<file path="src/rtl/lse_clut_arbiter_if.sv">
// Request/response bundle between the MAC-unit initiators
// and the shared correction-LUT responder.
interface lse_clut_arbiter_if #(
  parameter int NUM_REQ   = 4,
  parameter int IDX_W     = 4,
  parameter int FRAC_BITS = 10
);

  logic [NUM_REQ-1:0]                req_valid;
  logic [NUM_REQ-1:0][IDX_W-1:0]     req_index;
  logic [NUM_REQ-1:0]                req_ready;
  logic [NUM_REQ-1:0]                resp_valid;
  logic [NUM_REQ-1:0][FRAC_BITS-1:0] resp_data;

  modport master (
    output req_valid,
    output req_index,
    input  req_ready,
    input  resp_valid,
    input  resp_data
  );

  modport slave (
    input  req_valid,
    input  req_index,
    output req_ready,
    output resp_valid,
    output resp_data
  );

endinterface

</file>
<file path="src/rtl/lse_clut_arbiter.sv">
// Round-robin arbiter in front of a run-time loadable
// log-sum-exp correction LUT with a two-stage lookup.
module lse_clut_arbiter #(
  parameter  int NUM_REQ    = 4,
  parameter  int CLUT_DEPTH = 16,
  parameter  int FRAC_BITS  = 10,
  localparam int IDX_W      = $clog2(CLUT_DEPTH),
  localparam int ID_W       = (NUM_REQ > 1) ? $clog2(NUM_REQ) : 1
) (
  input  logic                 clk,
  input  logic                 rst,
  input  logic                 enable,
  lse_clut_arbiter_if.slave    bus,
  input  logic                 cfg_we,
  input  logic [IDX_W-1:0]     cfg_addr,
  input  logic [FRAC_BITS-1:0] cfg_data,
  output logic                 busy,
  output logic [31:0]          grant_count,
  output logic [31:0]          conflict_count
);

  typedef struct packed {
    logic             valid;
    logic [ID_W-1:0]  id;
    logic [IDX_W-1:0] idx;
  } s1_t;

  logic [ID_W-1:0]      ptr_q;
  logic [NUM_REQ-1:0]   grant;
  logic [ID_W-1:0]      grant_id;
  logic                 grant_hit;
  logic                 multi_req;

  s1_t                  s1_q;
  logic [NUM_REQ-1:0]   resp_valid_q;
  logic [NUM_REQ-1:0][FRAC_BITS-1:0] resp_data_q;
  logic [FRAC_BITS-1:0] clut_q [CLUT_DEPTH];

  logic [31:0]          grant_cnt_q;
  logic [31:0]          conflict_cnt_q;

  // Pick the first valid requester at or after the pointer.
  always_comb begin
    int              j;
    logic [ID_W-1:0] jid;
    grant     = '0;
    grant_id  = '0;
    grant_hit = 1'b0;
    j         = 0;
    jid       = '0;
    if (enable && !rst) begin
      for (int k = 0; k < NUM_REQ; k++) begin
        j = int'(ptr_q) + k;
        if (j >= NUM_REQ) j = j - NUM_REQ;
        jid = ID_W'(j);
        if (!grant_hit && bus.req_valid[jid]) begin
          grant[jid] = 1'b1;
          grant_id   = jid;
          grant_hit  = 1'b1;
        end
      end
    end
  end

  // Two or more simultaneous requests: clear lowest set bit.
  assign multi_req =
    |(bus.req_valid & (bus.req_valid - NUM_REQ'(1)));

  // Pointer moves one past the requester just accepted.
  always_ff @(posedge clk) begin
    if (rst) begin
      ptr_q <= '0;
    end else if (grant_hit) begin
      if (grant_id == ID_W'(NUM_REQ - 1)) ptr_q <= '0;
      else                               ptr_q <= grant_id + ID_W'(1);
    end
  end

  // Stage 1: capture who was accepted and which entry.
  always_ff @(posedge clk) begin
    if (rst) begin
      s1_q <= '0;
    end else begin
      s1_q.valid <= grant_hit;
      s1_q.id    <= grant_id;
      s1_q.idx   <= bus.req_index[grant_id];
    end
  end

  // Stage 2: read the table onto the requester's own lane.
  always_ff @(posedge clk) begin
    if (rst) begin
      resp_valid_q <= '0;
      resp_data_q  <= '0;
    end else begin
      resp_valid_q <= '0;
      if (s1_q.valid) begin
        resp_valid_q[s1_q.id] <= 1'b1;
        resp_data_q[s1_q.id]  <= clut_q[s1_q.idx];
      end
    end
  end

  // Table write; a same-edge read above sees the old entry.
  always_ff @(posedge clk) begin
    if (rst) begin
      for (int i = 0; i < CLUT_DEPTH; i++) clut_q[i] <= '0;
    end else if (cfg_we) begin
      clut_q[cfg_addr] <= cfg_data;
    end
  end

  // Free-running status counters, wrapping silently.
  always_ff @(posedge clk) begin
    if (rst) begin
      grant_cnt_q    <= '0;
      conflict_cnt_q <= '0;
    end else begin
      if (grant_hit)
        grant_cnt_q <= grant_cnt_q + 32'd1;
      if (enable && multi_req)
        conflict_cnt_q <= conflict_cnt_q + 32'd1;
    end
  end

  assign bus.req_ready  = grant;
  assign bus.resp_valid = resp_valid_q;
  assign bus.resp_data  = resp_data_q;

  assign busy           = s1_q.valid | (|resp_valid_q);
  assign grant_count    = grant_cnt_q;
  assign conflict_count = conflict_cnt_q;

endmodule

</file>
<file path="src/flat_wrapper.sv">
// flat-port wrapper written by rule: the top's interface ports become plain ports
module lse_clut_arbiter_flat 
#(
  parameter  int NUM_REQ    = 4,
  parameter  int CLUT_DEPTH = 16,
  parameter  int FRAC_BITS  = 10,
  localparam int IDX_W      = $clog2(CLUT_DEPTH),
  localparam int ID_W       = (NUM_REQ > 1) ? $clog2(NUM_REQ) : 1
)
  (clk, rst, enable, cfg_we, cfg_addr, cfg_data, busy, grant_count, conflict_count, bus_req_valid, bus_req_index, bus_req_ready, bus_resp_valid, bus_resp_data);
  lse_clut_arbiter_if #(.NUM_REQ(NUM_REQ), .IDX_W((4)), .FRAC_BITS(FRAC_BITS)) bus_i ();
  input  logic clk;
  input  logic rst;
  input  logic enable;
  input  logic cfg_we;
  input  logic [IDX_W-1:0] cfg_addr;
  input  logic [FRAC_BITS-1:0] cfg_data;
  output logic busy;
  output logic [31:0] grant_count;
  output logic [31:0] conflict_count;
  input wire logic [$bits(bus_i.req_valid)-1:0] bus_req_valid;
  input wire logic [$bits(bus_i.req_index)-1:0] bus_req_index;
  output wire logic [$bits(bus_i.req_ready)-1:0] bus_req_ready;
  output wire logic [$bits(bus_i.resp_valid)-1:0] bus_resp_valid;
  output wire logic [$bits(bus_i.resp_data)-1:0] bus_resp_data;
  assign bus_i.req_valid = bus_req_valid;
  assign bus_i.req_index = bus_req_index;
  assign bus_req_ready = bus_i.req_ready;
  assign bus_resp_valid = bus_i.resp_valid;
  assign bus_resp_data = bus_i.resp_data;
  lse_clut_arbiter #(.NUM_REQ(NUM_REQ), .CLUT_DEPTH(CLUT_DEPTH), .FRAC_BITS(FRAC_BITS)) u_core (.clk(clk), .rst(rst), .enable(enable), .bus(bus_i), .cfg_we(cfg_we), .cfg_addr(cfg_addr), .cfg_data(cfg_data), .busy(busy), .grant_count(grant_count), .conflict_count(conflict_count));
endmodule
</file>
<file path="config.mk">
export PLATFORM = sky130hd
export DESIGN_NAME = lse_clut_arbiter_flat
export DESIGN_NICKNAME = d
export VERILOG_FILES = /design/src/rtl/lse_clut_arbiter_if.sv /design/src/rtl/lse_clut_arbiter.sv /design/src/flat_wrapper.sv
export SDC_FILE = /design/constraint.sdc
export NUM_CORES = 1
export LEC_CHECK = 0
export BUFFER_PORTS_ARGS = -buffer_cell sky130_fd_sc_hd__buf_2
export CORE_MARGIN = 2
export CORE_UTILIZATION = 60
export DETAILED_ROUTE_END_ITERATION = 8
export GPL_TIMING_DRIVEN = 0
export PLACE_DENSITY = 0.91
export SLEW_MARGIN = 25
export SYNTH_ARGS = -nofsm -noshare
export SYNTH_HDL_FRONTEND = slang
export SYNTH_SLANG_ARGS = --single-unit
export TNS_END_PERCENT = 10
</file>
<file path="constraint.sdc">
create_clock -name clk -period 4.1 [get_ports clk]
set_input_delay 0 -clock clk [delete_from_list [all_inputs] [get_ports clk]]
set_output_delay 0 -clock clk [all_outputs]
set_load 0.02 [all_outputs]
</file>
== After elaboration in Yosys (flattened, before gate mapping) ==
Memory sizes are Yosys's and may differ from the RTL's. A register that Yosys moved wholly into a read port is not among the register bits.
Index checks and enable logic that the tools add are counted.
Word-level totals
  register bits: 113
  latch bits: 0
  bits in writable memories: 160
  bits in read-only memories: 0
  input port bits: 38
  output and inout bits: 113
  logic and storage cells: 124
  memories kept: 1
Memories
  u_core.clut_q: depth 16, bits a word 10, read ports 1, clocked after memory_dff 1, wr ports 16, RTL line lse_clut_arbiter.sv:37  | logic [FRAC_BITS-1:0] clut_q [CLUT_DEPTH];
Operators by class
  $add $sub $neg: 11
  multiply operators: 0
  div/mod/pow operators: 0
  order comparisons: 15
  equal/unequal tests: 1
  shift-type cells: 0
  mux-type cells: 62
  bitwise logic cells: 6
  reductions and logical operators: 18
Operator list (count)
  adder 32 x 1 -> 32 bit, second input constant: 2
  2-to-1 mux 4 bit: 11
  bitwise mux 40 bit: 1
  2-to-1 mux 2 bit: 14
  2-to-1 mux 1 bit: 23
  demux 10 bit (select 2 bit): 1
  2-to-1 mux 10 bit: 2
  less-than comparator 2 x 3 -> 1 bit, second input constant: 6
  OR 4 bit: 3
  demux 1 bit (select 2 bit): 5
  greater-or-equal comparator 2 x 1 -> 1 bit, second input constant: 5
  logical AND 1 bit: 10
  OR reduction 10 bit: 1
  greater-or-equal comparator 3 bit, second input constant: 3
  binary-select mux 1 bit (select 2 bit): 4
  binary-select mux 4 bit (select 2 bit): 1
  OR reduction 4 bit: 2
  subtractor 2 x 1 -> 2 bit, second input constant: 4
  adder 2 x 2 -> 3 bit, second input constant: 2
  AND 4 bit: 1
  logical NOT 1 bit: 4
  subtractor 4 x 1 -> 4 bit, second input constant: 1
  adder 2 x 1 -> 3 bit, second input constant: 1
  greater-or-equal comparator 2 x 3 -> 1 bit, second input constant: 1
  other kinds (5): 5

== Longest topological paths before layout ==
Gate-level depths: netlist of the first run.
  depth in word-level cells: 22
  gate-level depth with buffers: 10
  depth with buffers taken out: 7

== Least setup slack after synthesis of the first run ==
Ideal clock, no wire load.
  path kind: reg2out
  start point: register u_core.ptr_q[0]
  end point: output port bus_req_ready[0]
  arrival: 2805 ps
  required time: 4100 ps
  slack: 1295 ps
  stages on the path, launching flop included: 10
  buffers on the path: 2
  cells stage by stage: dfxtp_1 clkbuf_1 inv_1 ha_1 clkbuf_1 mux4_2 nand2b_1 o21ai_0 a32oi_1 nor2_1
Between the ends
  cells in the longest elaborated chain, start to end: 19
  elaborated cells on any way between the ends: 70
  classes of those cells: 7 x add/sub; 12 x order compare; 38 x mux; 3 x bitwise; 10 x reduce/logical
RTL lines
  start, declared: RTL line lse_clut_arbiter.sv:28  | logic [ID_W-1:0] ptr_q;
  start signal, assigned: RTL line lse_clut_arbiter.sv:75  | else ptr_q <= grant_id + ID_W'(1);
  parallel branches: the longest is 17 deep, another holds adder 2 x 1 -> 3 bit
  2-to-1 mux 4 bit (*): RTL line lse_clut_arbiter.sv:56  | if (!grant_hit && bus.req_valid[jid]) begin
  2-to-1 mux 4 bit (*): RTL line lse_clut_arbiter.sv:51  | if (enable && !rst) begin
  end, declared: RTL line flat_wrapper.sv:23  | output wire logic [$bits(bus_i.req_ready)-1:0] bus_req_ready;
Every way passes the cells marked *. The select of a mux whose other input is x is not followed.

==> impl_metrics.yaml, run 1 <==
logic_synthesis:
  ys_top_cells_by_area: "edfxtp_1 (38%), dfxtp_1 (19%), mux4_2 (9.5%)"
  synth_cell_type_count: 59
  synth_top_area_frac: 0.384
  synth_xor_area_frac: 0.0315
  synth_edf_count: 160
  synth_fa_ha_area_frac: 0.0116
  netlist_area_sq_um: 12500
  synth_seq_cells: 277
  synth.avg_cell_area_sq_um: 12.3
  yosysTopAreaCell: "edfxtp_1"
  ys.flop_type: "edfxtp_1"
  syn_inst: 1019
  synth_top_family_by_area: "simple AND/OR/NAND/NOR gates"
  synth.area.mux_share: 0.105
  yosysSeqAreaShare: 0.570
  synth-simple-area-share: 0.188
  synthArstFlopShare: 0
  syn_nets: 1067
  ys.warnings.count: 0
  synth-compound-area-share: 0.0648
clock_network:
  h-tree-depth: 1
  cts_buffer_depth: 3
  post_cts_buffers: 0
  cts-root-buf: "clkbuf_16"
  clk_pin_slew_worst_paths_ns: 0.06
  cts_buffers: 28
  clkLatencyLatePin_ns: 0.56
  cts_tree: "yes"
  clock-sinks: 277
layout:
  fin_nets: 1272
  post-route-util: 0.726
  drive_gt1_frac: 0.222
  antenna_cells: 0
  area_growth_pct: 18.0
  fill_cells: 1201
  stdcell_count: 1515
worst_setup_path:
  cp-start-kind: "flop"
  arrival_ns: 4.31
  path_max_fanout: 10
  cp.required_ns: 4.48
  end_kind: "flop"
  setup.worst_path.class: "reg2reg"
timing:
  fmax_mhz: 255
  skew_ns: 0.0326
  maxSlewHeadroom: 0.317
  fin_tns_setup_ns: 0
  worst_pin_slew_ns: 1.02
  setup_viol_count_final: 0
  slew_violations: 0
  final-hold-violation-count: 0
  min_period_ns: 3.92
  rsz0062_at_grt: "false"
  fin_ws_ns: 0.177
  period_share: 0.957
placed_design:
  io_buffers: 149
  placed_cells: 1438
  gp_congestion: 0.881
  pre_cts_slack_ns: 0.808
  dp_hpwl_microns: 21700
power_and_ir_drop:
  irDropWorstVdd_mv: 0.382
  pwr-share-seq: 0.489
  p_switching_mw: 1.58
  sw_frac_of_total: 0.248
  p_leak_nw: 5.54
  pwr-share-comb: 0.115
  clkPwrFrac: 0.395
  power.internal_mw: 4.80
  powerDensity_nw_per_um2: 432
drt:
  antenna_left: 0
  firstDrtPassIters: 6
  routed_via_density: 6.36
  drt-initial-drc-count: 1138
  vias: 9629
  drc: 0
  drt-total-wl_microns: 34800
  wl_per_cell_microns: 23.0
run_status:
  outcome: "finished clean"
global_route:
  grt_max_degree: 16
  grt_pass1_vias: 9288
  grt_pass1_wl_microns: 52700
  grtUsageTotal: 0.312
  grt_overflow: 0
  antenna_found_initial: 0
floorplan:
  num_rows: 52
  die_y_microns: 149
  start_util: 0.615
  die_w_microns: 149
  core-area_sq_um: 20400
  io_pins: 151
  dieArea_sq_um: 22100
min_path:
  hp-class: "in2reg"
job:
  cap_violations: 0
[worst paths after layout]
check | slack (ns) | startpoint | end | depth (start not counted)
worst min-delay path | 0.10 | enable | u_core.conflict_count[0] | 5
worst max register to register | 0.18 | u_core.ptr_q[0] | flop | 11
worst max-delay path | 0.18 | u_core.ptr_q[0] | flop | 11
worst min register to register | 0.48 | u_core.bus.resp_data[25] | u_core.bus.resp_data[25] | 1
[registers in the layout, summed over array words and instances (netlist names), named ones only]
signal	cells
u_core.bus.resp_data	40
u_core.bus.resp_valid	4
u_core.clut_q	160
u_core.conflict_count	32
u_core.grant_count	32
u_core.ptr_q	2
u_core.s1_q	3
[power by group through the flow]
stage	combinational, mW	clock, mW	sequential (mW)
after floorplan	0.435	0	3.17
after global placement	0.656	0	3.16
final	0.735	2.52	3.12
after detailed placement	0.671	0	3.17
after global routing	0.770	2.63	3.13
after CTS	0.713	2.50	3.12
[repair_timing]
item | in CTS | in global routing
hold buffers | 26 | 0
endpoints found under the hold margin | 64 | 0
resized for setup | 0 | 2
setup endpoints to repair | 0 | 8
[area by class of cell]
cell class                 instances  area [sq um]  share of cell area
buffer                            70           280              0.0190
clock buffer                      44           865              0.0585
clock inverter                     7          42.5             0.00288
inverter                          22          82.6             0.00559
multi-input combinational        650          5020               0.340
sequential                       277          7150               0.484
tap                              270           338              0.0229
timing repair buffer             175          1010              0.0681
[per-layer routing]
metal | vias to the layer above | track usage | wire (microns) | share of wire
li1 | 4142 | - | - | -
met1 | 4602 | 0.395 | 12300 | 0.35
met2 | 754 | 0.529 | 16900 | 0.48
met3 | 131 | 0.0604 | 4050 | 0.12
met4 | 0 | 0.135 | 1630 | 0.047
met5 | - | 0 | 0 | 0
[Yosys cell counts, types with 2 or more instances]
cell type,instances
a211oi_1,2
a21oi_1,24
a22o_1,40
a31oi_1,3
a32oi_1,4
and2_1,161
and3_1,12
and4_1,5
buf_2,9
clkbuf_1,58
dfxtp_1,117
edfxtp_1,160
ha_1,10
inv_1,22
maj3_1,2
mux2i_1,11
mux4_2,53
nand2_1,33
nand2b_1,9
nand3_1,21
nand3b_1,3
nand4_1,12
nor2_1,71
nor2b_1,5
nor3_1,18
nor4_1,13
nor4b_1,2
o21ai_0,20
o22ai_1,6
o31ai_1,7
or2_2,16
or3_1,15
or4_1,6
xnor2_1,33
xor2_1,12
[worst max-delay path, cell delays in order (launching register included)]
cell and delay (ns):
dfxtp_1 0.56, clkbuf_2 0.32, inv_1 0.17, ha_1 0.36, clkbuf_1 0.41, o21a_1 0.21
o221ai_1 0.14, o22ai_1 0.17, buf_2 0.37, mux2i_1 0.35, dlygate4sd3_1 0.63, o22ai_1 0.08
[logic make-up (layout without fill, tap and decap cells)]
| kind of cell | after synthesis | count (layout) |
|---|---|---|
| xor gates and xnor gates | 45 | 45 |
| DFF | 277 | 277 |
| and+or+nand+nor | 412 | 412 |
| AOI/OAI and AO/OA | 116 | 116 |
| adders and majority gates | 12 | 12 |
| muxes | 65 | 65 |
| buffers and inverters | 92 | 318 |
[metrics by stage]
step / total power, mW / hold WS [ns] / cell area, sq um
finish: 6.38 / 0.104 / 14800
global route: 6.52 / 0.141 / 14800
CTS: 6.33 / 0.0782 / 14800
detailed placement: 3.84 / 0.332 / 13600
global placement: 3.82 / 0.321 / 13600
floorplan: 3.60 / 0.170 / 12500
[placed cells by master, fill, tap and decap left out, types with 22 or more instances in the layout]
| cell | n |
|---|---|
| a21oi_1 | 24 |
| a22o_1 | 40 |
| and2_1 | 161 |
| buf_2 | 158 |
| clkbuf_1 | 66 |
| clkbuf_16 | 31 |
| dfxtp_1 | 117 |
| dlygate4sd3_1 | 26 |
| edfxtp_1 | 160 |
| inv_1 | 22 |
| mux4_2 | 53 |
| nand2_1 | 33 |
| nor2_1 | 71 |
| xnor2_1 | 33 |
No activity file was read; power rests on OpenSTA's default activity.
==> run 2: changes to the inputs <==
--- a/config.mk
+++ b/config.mk
@@ -6,11 +6,12 @@
 export NUM_CORES = 1
 export LEC_CHECK = 0
 export BUFFER_PORTS_ARGS = -buffer_cell sky130_fd_sc_hd__buf_2
+export CAP_MARGIN = 25
 export CORE_MARGIN = 2
-export CORE_UTILIZATION = 60
+export CORE_UTILIZATION = 49
 export DETAILED_ROUTE_END_ITERATION = 8
 export GPL_TIMING_DRIVEN = 0
-export PLACE_DENSITY = 0.91
+export PLACE_DENSITY = 0.78
 export SLEW_MARGIN = 25
 export SYNTH_ARGS = -nofsm -noshare
 export SYNTH_HDL_FRONTEND = slang
==> run 2 against run 1 <==
Compared with the run above:
- total power is 3.4% higher
- via count is 5.2% lower
- combinational power is 2% lower
- die area is 22% higher
- sequential power hardly changed
- critical path type unchanged
==> impl_metrics.yaml, run 2 (synthesized netlist as in run 1, its figures left out) <==
run_status:
  outcome: "finished clean"
worst_setup_path:
  arrival_ns: 3.98
  setup.worst_path.class: "reg2reg"
  rr_worst_depth: 11
  path_max_fanout: 10
  cp.required_ns: 4.44
  reg2reg_setup_slack_ns: 0.46
  crit-reg2reg-launch: "u_core.ptr_q[0]"
  cp-startpoint: "u_core.ptr_q[0]"
  end_kind: "flop"
  cp-start-kind: "flop"
clock_network:
  cts_tree: "yes"
  post_cts_buffers: 0
  cts_buffers: 28
  cts_buffer_depth: 3
  h-tree-depth: 1
  clkLatencyLatePin_ns: 0.55
  cts-root-buf: "clkbuf_16"
  clock-sinks: 277
  clk_pin_slew_worst_paths_ns: 0.06
power_and_ir_drop:
  pwr-share-comb: 0.109
  power.internal_mw: 5.06
  clkPwrFrac: 0.419
  p_switching_mw: 1.54
  irDropWorstVdd_mv: 0.408
  sw_frac_of_total: 0.233
  p_leak_nw: 5.62
  finalPower_mw: 6.60
  pwr-share-seq: 0.472
  powerDensity_nw_per_um2: 441
drt:
  drt-total-wl_microns: 32400
  routed_via_density: 5.79
  wl_per_cell_microns: 20.5
  antenna_left: 0
  drt-initial-drc-count: 1016
  firstDrtPassIters: 5
  drc: 0
  vias: 9124
layout:
  post-route-util: 0.596
  postLayoutCellArea_sq_um: 15000
  fin_nets: 1273
  area_growth_pct: 19.5
  stdcell_count: 1577
  largest_reg_flops: 160
  final_common_cell: "and2_1"
  mostFrequentLayoutCells: "and2_1 (161), edfxtp_1 (160), buf_2 (158)"
  fill_cells: 1982
  regMostFlops: "u_core.clut_q"
  antenna_cells: 0
  drive_gt1_frac: 0.229
timing:
  slew_violations: 0
  setup_viol_count_final: 0
  maxSlewHeadroom: 0.315
  period_share: 0.888
  min_period_ns: 3.64
  fin_tns_setup_ns: 0
  worst_pin_slew_ns: 1.02
  final-hold-violation-count: 0
  skew_ns: 0.0306
  rsz0062_at_grt: "false"
  fmax_mhz: 275
floorplan:
  start_util: 0.499
  num_rows: 58
  dieArea_sq_um: 26900
  die_w_microns: 164
  core-area_sq_um: 25100
  die_y_microns: 164
  io_pins: 151
placed_design:
  gp_congestion: 0.896
  dp_hpwl_microns: 22200
  place_area_sq_um: 13700
  placed_cells: 1498
  io_buffers: 149
global_route:
  grt_pass1_vias: 8795
  grt_max_degree: 16
  grt_overflow: 0
  grtUsageTotal: 0.238
  grt_pass1_wl_microns: 48900
  antenna_found_initial: 0
job:
  cap_violations: 0
min_path:
  hp-class: "in2reg"
==> run 2: final cells by class <==
class | count | area, sq um | area share
timing repair buffer | 176 | 1010 | 0.0675
inverter | 22 | 82.6 | 0.00552
sequential | 277 | 7150 | 0.477
multi-input combinational | 650 | 5030 | 0.336
tap | 330 | 413 | 0.0276
clock buffer | 34 | 767 | 0.0512
clock inverter | 18 | 246 | 0.0165
buffer | 70 | 280 | 0.0187
==> run 2: power by group through the flow <==
stage / Sequential [mW] / Clock, mW / Combinational (mW)
after floorplan: 3.17 / 0 / 0.435
after detailed placement: 3.17 / 0 / 0.683
after global routing: 3.12 / 2.89 / 0.764
final: 3.11 / 2.76 / 0.720
after CTS: 3.11 / 2.78 / 0.712
after global placement: 3.16 / 0 / 0.672
==> run 2: worst min path at each step <==
stage	from	end	slack [ns]	depth (start not counted)
final	enable	u_core.conflict_count[0]	0.09	5
after floorplan	bus_req_index[3]	flop	0.17	2
after detailed placement	bus_req_index[3]	flop	0.31	3
after global placement	bus_req_index[3]	flop	0.29	3
after CTS	enable	u_core.conflict_count[0]	0.07	5
after global routing	enable	u_core.conflict_count[0]	0.11	5
==> run 2: timing repair <==
item                                    4_1_cts  5_1_grt
endpoints found under the setup margin        0        2
gates resized for setup                       0        2
hold buffers                                 26        0
endpoints found under the hold margin        64        0
==> run 2: critical path, cell delays in order (launching register included) <==
cell and delay, ns:
dfxtp_1 0.56, clkbuf_2 0.30, inv_1 0.14, ha_1 0.32, clkbuf_1 0.36, o21a_1 0.20
o221ai_1 0.12, o22ai_1 0.13, buf_2 0.30, mux2i_1 0.26, dlygate4sd3_1 0.59, o22ai_1 0.15
==> run 2: stage by stage <==
step                hold WS (ns)  setup slack (ns)
finish                    0.0934             0.460
global route               0.111             0.149
CTS                       0.0700             0.344
detailed placement         0.308             0.540
global placement           0.289             0.584
floorplan                  0.170              1.30
==> run 2: layer usage <==
metal	vias up	GRT usage	part of all wire	routed length (microns)
met5	-	0	0	0
met3	60	0.0359	0.074	2390
met2	423	0.410	0.49	16000
met1	4509	0.313	0.40	13100
met4	0	0.0718	0.027	862
li1	4132	-	-	-
